<file path="src/rtl/debug_trace_buffer.sv">
// Debug-bus trace capture: timestamps qualifying debug_addr/debug_word events and
// queues them in a DEPTH-entry FIFO that is drained over a valid/ready read port.
module debug_trace_buffer #(
  parameter int DATA_W = 32,
  parameter int ADDR_W = 12,
  parameter int TS_W   = 16,
  parameter int DEPTH  = 16
) (
  input  logic                       clock,
  input  logic                       ctrl_reset,
  input  logic [ADDR_W-1:0]          dbg_addr,
  input  logic [DATA_W-1:0]          dbg_word,
  input  logic                       arm,
  input  logic                       mode_all,
  input  logic                       mode_wrap,
  input  logic [ADDR_W-1:0]          flt_match,
  input  logic [ADDR_W-1:0]          flt_mask,
  input  logic                       clear,
  input  logic                       rd_ready,
  output logic                       rd_valid,
  output logic [TS_W-1:0]            rd_ts,
  output logic [ADDR_W-1:0]          rd_addr,
  output logic [DATA_W-1:0]          rd_word,
  output logic [$clog2(DEPTH):0]     count,
  output logic                       overflow,
  output logic [TS_W-1:0]            ticks
);

  localparam int PTR_W = $clog2(DEPTH);
  localparam int ENT_W = TS_W + ADDR_W + DATA_W;
  localparam logic [PTR_W:0] PTR_ONE = 1;
  localparam logic [TS_W-1:0] TS_ONE = 1;

  // Read port handshake: an entry transfers on a clock edge where rd_valid and
  // rd_ready are both high; rd_* hold steady while rd_valid=1 and rd_ready=0.

  logic [ENT_W-1:0]  mem [DEPTH];
  logic [PTR_W:0]    wr_ptr;
  logic [PTR_W:0]    rd_ptr;

  logic [ADDR_W-1:0] prev_addr;
  logic [DATA_W-1:0] prev_word;
  logic              prev_valid;

  logic              filt_hit;
  logic              bus_changed;
  logic              event_hit;
  logic              empty;
  logic              full;
  logic              pop;
  logic              wr_en;
  logic              drop;
  logic [ENT_W-1:0]  new_entry;
  logic [ENT_W-1:0]  head_entry;

  always_comb begin
    filt_hit    = (dbg_addr & flt_mask) == (flt_match & flt_mask);
    bus_changed = {dbg_addr, dbg_word} != {prev_addr, prev_word};
    event_hit   = arm & filt_hit & (mode_all | ~prev_valid | bus_changed);
    empty       = (wr_ptr == rd_ptr);
    full        = (wr_ptr[PTR_W] != rd_ptr[PTR_W]) &&
                  (wr_ptr[PTR_W-1:0] == rd_ptr[PTR_W-1:0]);
    pop         = ~empty & rd_ready & ~clear;
    // A full FIFO accepts a new event only if the head leaves this cycle or wrap mode
    // sacrifices the oldest entry; otherwise the event is lost.
    drop        = event_hit & ~clear & full & ~pop;
    wr_en       = event_hit & ~clear & (~full | pop | mode_wrap);
    new_entry   = {ticks, dbg_addr, dbg_word};
  end

  always_ff @(posedge clock or posedge ctrl_reset) begin
    if (ctrl_reset) begin
      ticks <= '0;
    end else begin
      ticks <= ticks + TS_ONE;
    end
  end

  always_ff @(posedge clock or posedge ctrl_reset) begin
    if (ctrl_reset) begin
      prev_addr  <= '0;
      prev_word  <= '0;
      prev_valid <= 1'b0;
    end else begin
      prev_addr  <= dbg_addr;
      prev_word  <= dbg_word;
      prev_valid <= 1'b1;
    end
  end

  always_ff @(posedge clock or posedge ctrl_reset) begin
    if (ctrl_reset) begin
      wr_ptr   <= '0;
      rd_ptr   <= '0;
      overflow <= 1'b0;
    end else if (clear) begin
      wr_ptr   <= '0;
      rd_ptr   <= '0;
      overflow <= 1'b0;
    end else begin
      if (wr_en) begin
        wr_ptr <= wr_ptr + PTR_ONE;
      end
      if (pop || (drop && mode_wrap)) begin
        rd_ptr <= rd_ptr + PTR_ONE;
      end
      if (drop) begin
        overflow <= 1'b1;
      end
    end
  end

  // Storage needs no reset: the read port is masked whenever the FIFO is empty.
  always_ff @(posedge clock) begin
    if (wr_en) begin
      mem[wr_ptr[PTR_W-1:0]] <= new_entry;
    end
  end

  always_comb begin
    rd_valid   = ~empty;
    head_entry = rd_valid ? mem[rd_ptr[PTR_W-1:0]] : '0;
    rd_ts      = head_entry[ENT_W-1 -: TS_W];
    rd_addr    = head_entry[DATA_W +: ADDR_W];
    rd_word    = head_entry[DATA_W-1:0];
    count      = wr_ptr - rd_ptr;
  end

endmodule

</file>
<file path="config.mk">
export PLATFORM = sky130hd
export DESIGN_NAME = debug_trace_buffer
export DESIGN_NICKNAME = d
export VERILOG_FILES = /design/src/rtl/debug_trace_buffer.sv
export SDC_FILE = /design/constraint.sdc
export NUM_CORES = 1
export LEC_CHECK = 0
export ABC_AREA = 1
export CAP_MARGIN = 20
export CORE_UTILIZATION = 35
export CTS_BUF_LIST = sky130_fd_sc_hd__clkbuf_8
export CTS_CLUSTER_SIZE = 8
export DETAILED_ROUTE_END_ITERATION = 7
export PLACE_DENSITY = 0.6
export RECOVER_POWER = 50
export SLEW_MARGIN = 5
export SYNTH_ARGS = -nofsm -noshare
export SYNTH_HDL_FRONTEND = slang
export SYNTH_SLANG_ARGS = --single-unit
</file>
<file path="constraint.sdc">
create_clock -name clock -period 4.99 [get_ports clock]
set_input_delay 0.998 -clock clock [delete_from_list [all_inputs] [get_ports clock]]
set_output_delay 0.998 -clock clock [all_outputs]
set_load 0.01 [all_outputs]
</file>
==> impl_metrics.yaml, run 1 <==
sta:
  max-slew-margin-rel_pct: -98.9
  layout_worst_path_cycle_share_pct: 97.5
  setup_viol: 0
  hold_viol: 0
  fin_worst_skew_ns: 0.0516
  worst_pin_slew_ns: 2.97
  setup_slack_ns: 0.125
  drv_slew: 48
  holdWs_ns: 0.604
  fmax_mhz: 206
  finalWorstPathRequiredPeriod_ns: 4.87
routing:
  wire_per_inst_um: 22.5
  via_per_inst: 5.29
  first_pass_iters: 8
  antenna_left: 0
  routed_wl_mm: 112
  dr.first_iter.drc_count: 2566
  drc: 0
  vias: 26400
status:
  violations: "max-capacitance violations, max-slew violations"
  run_status: "finished with violations"
worst_setup_path:
  crit_slowest_cell: "clkdlybuf4s50_1"
  rrSetupSlack_ns: 1.14
  critPathMaxStageDelay_ns: 0.66
  cp.required_ns: 3.99
  worst-path-buf-inv: 4
  cp_cell_sequence: "inv_16, buf_12, buf_4, nor2_1, o22ai_1, nand2_1, a31oi_1, clkdlybuf4s50_1"
  cp_max_fo: 58
  crit_type: "register to output port"
  cp-end-kind: "output port"
  startpoint_type: "register"
  arrival_ns: 3.87
  cp_top_family: "buffers and inverters"
synth:
  postSynthAreaPerCell_um2: 13.1
  synth_warnings: 0
  syn_area_um2: 40700
  synth-seq-area-share_pct: 75.3
  yosysTopAreaCell: "edfxtp_1"
  ys_ff_latch: 1032
  synthTopCellsByArea: "edfxtp_1 71%, o21ai_0 6.0%, nor2_1 4.9%"
  async_flop_share_pct: 6.98
  synth_top_area_share_pct: 70.9
  synth_fp_nets: 3180
  syn_inst: 3094
  synth_cell_type_count: 37
  synth-main-ff-cell: "edfxtp_1"
  synth_edf_count: 960
cts:
  cts_max_path_buffers: 3
  htreeDepth: 4
  cts_root_buffer: "clkbuf_8"
  tritoncts: "done"
  numCtsBuffers: 165
  clkTransAtPathRegs_ns: 0.06
  clock_sinks: 1032
  clk_latency_ns: 0.85
floorplan:
  core-area_um2: 115000
  die_area_um2: 118000
  die_height_um: 343
  io_pins: 158
  start_util_pct: 35.4
  fp.dieW_um: 343
  rows: 124
grt:
  grt_max_degree: 156
  first_global_vias: 25700
  grt.overflow.total: 0
  track_usage_pct: 18.9
  grt_pass1_wl_mm: 167
  antenna_found_initial: 2
layout:
  fin_cells: 4991
  drive_above_1_share_pct: 9.23
  layout.nets: 3434
  synthToLayoutAreaGrowth_pct: 17.3
run:
  cap_violations: 1
power_and_ir_drop:
  p_per_area_nw_per_um2: 346
  p_total_mw: 16.5
  leakage_nw: 16.5
  ir_drop_mv: 0.220
placed_design:
  dp.cells: 4690
  portBuffers: 157
  dp_slack_ns: 0.0621
  place.gp.congestion: 0.765
  hpwl_mm: 63.2
worst_hold_path:
  min_path_type: "register to register"
-- cell usage after synthesis, types with 22 or more instances --
cell type	number
dfrtp_1	72
nand2_1	268
o211ai_1	24
inv_1	99
clkbuf_1	153
o22ai_1	144
nor2_1	528
o221ai_1	96
xor2_1	23
a31oi_1	60
nand3_1	61
edfxtp_1	960
o21ai_0	489
buf_2	22
-- where the power goes --
part	internal (mW)	total, mW	switching, mW
logic	0.109	0.345	0.236
clock network	3.41	6.70	3.29
registers	9.44	9.45	0.0108
-- final timing paths --
| path | endpoint | cells after the start | start |
|---|---|---|---|
| setup / recovery | rd_addr[8] | 8 | rd_ptr[0] |
| hold / removal | wr_ptr[4] | 2 | wr_ptr[4] |
| setup reg to reg | mem[1][39] | 10 | rd_ptr[1] |
| hold reg to reg | wr_ptr[4] | 2 | wr_ptr[4] |
| max in group asynchronous | prev_word[26] | 3 | ctrl_reset |
| min in group asynchronous | prev_word[15] | 2 | ctrl_reset |
-- cell type report --
class / count / area, um^2
Tap cell: 1512 / 1890
Inverter: 105 / 420
Multi-Input combinational cell: 1758 / 8960
Antenna cell: 3 / 7.51
Clock inverter: 119 / 611
Clock buffer: 176 / 2420
Fill cell: 10600 / 67100
Sequential cell: 1032 / 30600
Timing Repair Buffer: 286 / 2740
-- tightest hold or removal path: stages, from the launching register on --
cell and delay, ns:
dfrtp_1 0.41, nand3_1 0.10, nand2_1 0.07
-- logic make-up after synthesis --
kind of cell               Yosys count  synth area share (%)
buffers and inverters              304                  3.05
adders and majority gates           11                 0.357
other                                1               0.00922
xor gates and xnor gates            35                 0.754
AOI/OAI and AO/OA                  821                  11.8
DFF                               1032                  75.3
and+or+nand+nor                    890                  8.73
-- routing by layer --
metal,GRT usage (%),share of wire [%],vias up
met5,0,0,-
met4,5.27,1.8,0
met3,3.48,6.2,141
met2,30.1,47,941
met1,26.5,45,13300
li1,-,-,12000
-- repair_timing --
action                                  4_1_cts  5_1_grt
gates resized for setup                       7        5
setup buffers                                 1        0
endpoints found under the setup margin       33        5
pin swaps                                     0        1
cloned                                        0        0
hold buffers                                  0        0
-- metrics by stage --
stage	utilization (%)	setup TNS (ns)	cell area (um^2)
after floorplan	-	-3.17	40700
after global placement	39.0	0	44700
after detailed placement	39.0	0	44700
after CTS	41.7	0	47800
after global routing	41.5	-0.0120	47700
final	41.5	0	47700
-- state kept, by name (all words and copies together) (netlist names) --
register,cells
mem,960
prev_valid,1
wr_ptr,5
overflow,1
prev_addr,12
rd_ptr,5
prev_word,32
ticks,16
-- layout by cell type, fill, tap and decap left out, drive strengths merged, types with 3 or more instances in the layout --
master and n:
xnor2 12, o221ai 96, xor2 23, nor2 530
or2 4, diode 3, clkdlybuf4s50 112, o211ai 24
nand2 273, ha 10, bufinv 3, inv 195
buf 76, dlygate4sd3 45, dfrtp 72, nand4 9
o21ai 489, a31oi 60, a21oi 6, nand3 67
clkbuf 229, edfxtp 960, clkinvlp 3, o22ai 144
clkinv 23
(Power assumes the default switching activity.)
==> inputs of run 2 (changes only) <==
--- a/config.mk
+++ b/config.mk
@@ -13,6 +13,7 @@
 export DETAILED_ROUTE_END_ITERATION = 7
 export PLACE_DENSITY = 0.6
 export RECOVER_POWER = 50
+export SKIP_LAST_GASP = 1
 export SLEW_MARGIN = 5
 export SYNTH_ARGS = -nofsm -noshare
 export SYNTH_HDL_FRONTEND = slang
==> run 2 against run 1 <==
  * The flow still finishes with violations (max-capacitance violations, max-slew violations)
  * Clock skew increased by 0.00056 ns
  * Fmax decreased by 0.31%
  * First-iteration DRC count increased by 0.70%
  * Critical path depth unchanged
  * Final cell count unchanged
  * Total power about the same
  * Clock power about the same
  * Via count decreased by 0.31%
  * Die area unchanged
  * Clock-buffer cell count unchanged
  * Cell area unchanged
  * Largest cell class unchanged
==> impl_metrics.yaml, run 2 (same netlist as run 1, synthesis figures left out) <==
status:
  run_status: "finished with violations"
  violations: "max-capacitance violations, max-slew violations"
worst_setup_path:
  crit_slowest_cell: "dfrtp_4"
  worst-path-buf-inv: 4
  cp_top_family: "buffers and inverters"
  startpoint_type: "register"
  critPathMaxStageDelay_ns: 0.65
  r2r_start: "rd_ptr[1]"
  rrSetupSlack_ns: 1.15
  rr_endpoint: "mem[1][39]"
  critPathLaunch: "rd_ptr[1]"
  cp-end-kind: "output port"
  crit_type: "register to output port"
  cp_cell_sequence: "inv_8, ha_1, nand4_1, nor2_4, buf_6, buf_4, a31oi_1, clkdlybuf4s50_1"
  critPathCapture: "rd_word[22]"
  cp_max_fo: 59
  cp.required_ns: 3.99
  path_depth: 8
  arrival_ns: 3.88
  ff2ff_path_depth: 10
placed_design:
  place.gp.congestion: 0.765
  dp_slack_ns: 0.0621
  portBuffers: 157
  hpwl_mm: 63.2
floorplan:
  fp.dieW_um: 343
  rows: 124
  core-area_um2: 115000
  die_area_um2: 118000
  start_util_pct: 35.4
  io_pins: 158
  die_height_um: 343
worst_hold_path:
  min_path_type: "register to register"
  hp-start: "wr_ptr[4]"
routing:
  wire_per_inst_um: 22.4
  dr.first_iter.drc_count: 2584
  first_pass_iters: 7
  vias: 26300
  via_per_inst: 5.27
  antenna_left: 0
  routed_wl_mm: 112
  drc: 0
power_and_ir_drop:
  p_per_area_nw_per_um2: 346
  p_total_mw: 16.5
  leakage_nw: 16.5
  ir_drop_mv: 0.219
grt:
  grt_pass1_wl_mm: 167
  first_global_vias: 25700
  antenna_found_initial: 2
  grt_max_degree: 156
  track_usage_pct: 18.9
  grt.overflow.total: 0
sta:
  drv_slew: 48
  hold_viol: 0
  max-slew-margin-rel_pct: -99.1
  rsz0062_at_grt: "yes"
  worst_pin_slew_ns: 2.97
  setup_viol: 0
  fin_worst_skew_ns: 0.0521
  finalWorstPathRequiredPeriod_ns: 4.88
  setup_tns_ns: 0
  fmax_mhz: 205
  layout_worst_path_cycle_share_pct: 97.8
  setup_slack_ns: 0.110
layout:
  fillCellCount: 10600
  drive_above_1_share_pct: 9.23
  seq_area_um2: 30600
  layout.nets: 3434
  multi_input_area_um2: 8960
  synthToLayoutAreaGrowth_pct: 17.3
  final_cell_mix: "960 x edfxtp_1, 510 x nor2_1, 489 x o21ai_0"
  final_common_cell: "edfxtp_1"
  largest_register_ffs: 960
cts:
  htreeDepth: 4
  cts_root_buffer: "clkbuf_8"
  numCtsBuffers: 165
  clkTransAtPathRegs_ns: 0.06
  cts_max_path_buffers: 3
  tritoncts: "done"
  clock_sinks: 1032
  clk_latency_ns: 0.85
run:
  cap_violations: 1
==> run 2: cell type report <==
type / count / area share [%]
sequential: 1032 / 64.2
multi-input combinational: 1758 / 18.8
timing repair buffer: 286 / 5.75
clock buffer: 176 / 5.08
tap: 1512 / 3.97
clock inverter: 119 / 1.28
inverter: 105 / 0.881
antenna: 3 / 0.0157
==> run 2: metal layers <==
metal / track usage (%) / share of wire, % / routed length, um / up-vias
li1: - / - / - / 12000
met1: 26.5 / 44 / 49700 / 13200
met2: 30.1 / 47 / 53100 / 959
met3: 3.48 / 6.3 / 7090 / 144
met4: 5.27 / 1.9 / 2080 / 0
met5: 0 / 0 / 0 / -
==> run 2: how the worst min path moves through the flow <==
stage	end	slack (ns)	cells after the start
after CTS	wr_ptr[4]	0.60	2
after global routing	wr_ptr[4]	0.63	2
after floorplan	wr_ptr[0]	0.53	1
after global placement	rd_ptr[4]	0.59	2
after detailed placement	wr_ptr[4]	0.58	2
final	wr_ptr[4]	0.60	2
==> run 2: tightest hold or removal path, stage by stage (launching register included) <==
cell	delay, ns
dfrtp_1	0.41
nand3_1	0.10
nand2_1	0.07
==> run 2: where the power goes <==
group / internal (mW) / total [mW] / switching, mW / leakage [nW]
registers: 9.44 / 9.45 / 0.0108 / 9.71
logic: 0.109 / 0.345 / 0.236 / 4.92
clock network: 3.41 / 6.70 / 3.29 / 1.86
==> run 2: what timing repair did <==
action / in CTS / in global routing
resized for setup: 7 / 5
hold buffers: 0 / 0
setup buffers: 1 / 0
endpoints found under the setup margin: 33 / 5
==> run 2: per-stage QoR <==
step	utilization (%)	std cells	hold slack (ns)	instance area, um^2
2_1_floorplan	-	3094	0.531	40700
3_3_place_gp	39.0	4690	0.586	44700
3_5_place_dp	39.0	4690	0.584	44700
4_1_cts	41.7	4986	0.601	47800
5_1_grt	41.5	4991	0.635	47700
6_report	41.5	4991	0.602	47700
